File: config.mk
export PLATFORM = sky130hd
export DESIGN_NAME = reg_bank_wr_arbiter
export DESIGN_NICKNAME = d
export VERILOG_FILES = /design/src/rtl/reg_bank_wr_arbiter.sv
export SDC_FILE = /design/constraint.sdc
export NUM_CORES = 1
export LEC_CHECK = 0
export ABC_AREA = 1
export CORE_AREA = 2 2 47 92
export CTS_BUF_LIST = sky130_fd_sc_hd__clkbuf_16
export DETAILED_ROUTE_END_ITERATION = 8
export DIE_AREA = 0 0 49 94
export PLACE_DENSITY = 0.8
export SETUP_SLACK_MARGIN = 0.5
export SYNTH_ARGS = -nofsm -noshare
export SYNTH_HDL_FRONTEND = slang
export SYNTH_SLANG_ARGS = --single-unit
File: constraint.sdc
create_clock -name clock -period 1.25 [get_ports clock]
set_input_delay 0.125 -clock clock [delete_from_list [all_inputs] [get_ports clock]]
set_output_delay 0.125 -clock clock [all_outputs]
set_load 0.01 [all_outputs]
File: src/rtl/reg_bank_wr_arbiter.sv
// Round-robin write-port arbiter for the working-register bank: two requesters share one
// registered write path, with per-requester ack pulses, a grant hold and a conflict counter.
module reg_bank_wr_arbiter #(
    parameter int unsigned NREG = 8,
    parameter int unsigned AW   = 3
) (
    input  logic            clock,
    input  logic            reset,
    input  logic            hold,
    input  logic            req0,
    input  logic [AW-1:0]   addr0,
    input  logic [7:0]      data0,
    input  logic            req1,
    input  logic [AW-1:0]   addr1,
    input  logic [7:0]      data1,
    output logic            ack0,
    output logic            ack1,
    output logic [NREG-1:0] wr_en,
    output logic [7:0]      wr_data,
    output logic            addr_err,
    output logic [7:0]      conflict_cnt
);

    localparam logic [AW:0] NregLim = (AW + 1)'(NREG);

    logic            ack0_q, ack0_d;
    logic            ack1_q, ack1_d;
    logic [NREG-1:0] wr_en_q, wr_en_d;
    logic [7:0]      wr_data_q, wr_data_d;
    logic            addr_err_q, addr_err_d;
    logic [7:0]      cnt_q, cnt_d;
    logic            rr_q, rr_d;

    logic            elig0, elig1;
    logic            grant, win;
    logic [AW-1:0]   waddr;

    always_comb begin
        // A live ack masks its requester so a still-high req is not granted twice.
        elig0      = req0 & ~ack0_q;
        elig1      = req1 & ~ack1_q;
        ack0_d     = 1'b0;
        ack1_d     = 1'b0;
        wr_en_d    = '0;
        addr_err_d = 1'b0;
        wr_data_d  = wr_data_q;
        cnt_d      = cnt_q;
        rr_d       = rr_q;
        grant      = 1'b0;
        win        = 1'b0;
        waddr      = '0;

        if (!hold && (elig0 || elig1)) begin
            grant = 1'b1;
            if (elig0 && elig1) begin
                win = rr_q;
                if (cnt_q != 8'hFF) begin
                    cnt_d = cnt_q + 8'd1;
                end
            end else begin
                win = elig1;
            end
            rr_d = ~win;
        end

        if (grant) begin
            waddr     = win ? addr1 : addr0;
            wr_data_d = win ? data1 : data0;
            ack0_d    = ~win;
            ack1_d    = win;
            if ({1'b0, waddr} < NregLim) begin
                for (int unsigned i = 0; i < NREG; i++) begin
                    wr_en_d[i] = (waddr == AW'(i));
                end
            end else begin
                addr_err_d = 1'b1;
            end
        end
    end

    always_ff @(posedge clock or negedge reset) begin
        if (!reset) begin
            ack0_q     <= 1'b0;
            ack1_q     <= 1'b0;
            wr_en_q    <= '0;
            wr_data_q  <= 8'h00;
            addr_err_q <= 1'b0;
            cnt_q      <= 8'h00;
            rr_q       <= 1'b0;
        end else begin
            ack0_q     <= ack0_d;
            ack1_q     <= ack1_d;
            wr_en_q    <= wr_en_d;
            wr_data_q  <= wr_data_d;
            addr_err_q <= addr_err_d;
            cnt_q      <= cnt_d;
            rr_q       <= rr_d;
        end
    end

    assign ack0         = ack0_q;
    assign ack1         = ack1_q;
    assign wr_en        = wr_en_q;
    assign wr_data      = wr_data_q;
    assign addr_err     = addr_err_q;
    assign conflict_cnt = cnt_q;

endmodule

==> results.md <==
* Outcome: finished with violations
* Failing checks: negative setup slack
* Routed wire per std cell at 12.6 µm
* Detailed Place HPWL at 2.74 mm
* Clock Path Buffers at 2
* Met1 WL at 1.38 mm
* Hold Crit Class: input pin to async pin
* Met2 WL at 2.39 mm
* Async set-reset flop share out of synthesis at 100%
* Gpl congestion at 0.907
* # rows at 32
* Initial Util at 38.1%
* YS warnings at 0
* PwrDens at 1220 nW/µm²
* Util after Layout at 63.0%
* Worst-Skew Late Latency at 0.26 ns
* TNS Setup at -0.333 ns
* Min Tclk post-route at 1.30 ns
* H-tree levels at 1
* GR Util All Layers at 18.9%
* Crit start category: flop
* Max Slew Vio Count at 0
* First DRT Iteration DRCs at 17
* Dpl ws at -0.256 ns
* Post-synthesis register bit count at 27
* Antenna Nets Post-Route at 0
* Post-route DRC at 0
* EDFF count, synth at 0
* Design area at 2440 µm²
* Layout area overhead at 65.2%
* CP endpoint kind: flop
* Cell taking the most area after synthesis: dfrtp_1
* Chip Width at 49 µm
* Io pins at 54
* Synth unique cells at 25
* Worst Path Max Fanout at 6
* Core Box Area at 3880 µm²
* CTS tree: built
* Ranking of synthesized cells by area: dfrtp_1, nand2_1, inv_1, nand3_1, nand3b_1
* Final hold vios at 0
* WP data arrival at 1.46 ns
* Reg2Reg Depth at 8
* Via density at 4.64
* Ratio of cells with drive above 1 in the final layout at 39.1%
* Vias at 1,471
* PortBufs at 52
* Cts bufs inserted at 3
* Worst setup margin at -0.0507 ns
* Reg clk slew, reported paths at 0.07 ns
* WL final at 3.99 mm
* Leak Pwr at 1.30 nW
* CTS root buf: clkbuf_16
* Post-synthesis sequential area ratio at 45.6%
* Worst path required time at 1.41 ns
* Synthesized area at 1480 µm²
* Full die area at 4610 µm²
* Post-CTS Hold Buffers at 0
* Drt first pass iters at 4
* Top sig layer: met4
* Fin Hold WS at 0.215 ns
* Unrepaired setup endpoints after global routing: yes
* First-pass GRT wire length at 6.65 mm
* Worst Path Class, Setup: flop to flop
* Top-count cell post-synth: nand2_1
* FMAX at 0.769 GHz
* Post-synth top flop: dfrtp_1
* Initial antenna violation count at 0
* Clock Sinks at 27
* Largest net degree at the start of global routing at 28
* Die Y at 94 µm
* Peak supply drop at 0.847 mV
* Routed wl met3 at 129 µm
* Post-Synthesis Cells at 185
* Final setup vio count at 18
* Post-synthesis area per instance at 8.00 µm²
* Layout net count at 295
* Antenna diodes at 0
* Clock skew at 0.00242 ns
* Max-cap violations at 0
* Gr ovfl total at 0
* Post-Syn Nets at 213
* Tcrit/Tclk final at 104%
* Number of fill cells in the layout at 341
* Yosys top cell area share at 45.6%
* Synth cell count leaders: nand2_1, dfrtp_1, inv_1, nand3_1
* Area after DPL at 2170 µm²
* Vias in the first global route at 1,498
-- logic make-up after synthesis --
family / after synthesis / synth area share, %
DFF: 27 / 45.6
other: 1 / 0.253
adders and majority gates: 1 / 0.845
AOI/OAI and AO/OA: 6 / 3.04
and+or+nand+nor: 116 / 38.4
buffers and inverters: 31 / 10.1
xor gates and xnor gates: 3 / 1.78
-- timing repair --
item / in CTS / in global routing
cloned: 0 / 0
endpoints found under the setup margin: 53 / 53
gates resized for setup: 136 / 13
pin swaps: 3 / 4
setup buffers: 13 / 6
-- worst paths after layout --
| path | start | endpoint | slack, ns |
|---|---|---|---|
| min | reset | wr_en[3] | 0.22 |
| min reg2reg | wr_data[1] | wr_data[1] | 0.48 |
| min in group clock | data1[6] | wr_data[6] | 0.46 |
| max in group asynchronous | reset | conflict_cnt[0] | 0.86 |
| max | ack1 | wr_data[1] | -0.05 |
| max reg2reg | ack1 | wr_data[1] | -0.05 |
-- state kept, by name, summed over array words and instances, names as in the netlist --
signal and flops:
ack0 1, rr_q 1, wr_en 8, wr_data 8, ack1 1, conflict_cnt 8
-- critical path, stage by stage (launching register included) --
cell and delay, ns:
dfrtp_1 0.39, inv_2 0.07, nand2_4 0.08, nor2_8 0.18
buf_4 0.15, buf_6 0.09, nand3b_1 0.09, nand3_2 0.09
nand2_1 0.05
-- where the power goes --
| part | internal, W | total (W) | switching (W) |
|---|---|---|---|
| sequential | 0.00100 | 0.00109 | 0.0000912 |
| combinational | 0.000636 | 0.00118 | 0.000540 |
| clock | 0.000429 | 0.000723 | 0.000294 |
| total | 0.00206 | 0.00299 | 0.000926 |
-- cell usage in the layout, fill, tap and decap left out, drive strengths merged --
cell type,instances
nand3,21
conb,1
nand3b,8
a21oi,2
clkdlybuf4s50,26
xnor2,2
ha,1
nor2,10
inv,27
o21ai,4
clkbuf,3
dfrtp,27
buf,56
nand4,1
nand2,76
xor2,1
-- area by class of cell --
type	count	area (µm²)	share of cell area, %
clock buffers	3	75.1	3.07
clock inverters	1	3.75	0.154
inverters	26	103	4.20
multi-input cells	127	806	33.0
flip-flops and latches	27	681	27.8
well taps	51	63.8	2.61
repair buffers	82	713	29.2
-- metrics by stage --
stage / total power (W) / cells
2_1_floorplan: 0.00153 / 185
3_3_place_gp: 0.00198 / 294
3_5_place_dp: 0.00201 / 294
4_1_cts: 0.00290 / 311
5_1_grt: 0.00314 / 317
6_report: 0.00299 / 317
-- metal layers --
metal	up-vias	global-route usage, %
met1	698	17.8
met4	0	8.33
met2	38	37.8
li1	726	-
met3	9	3.50
met5	-	0
Power figures use the tool's default switching activity.
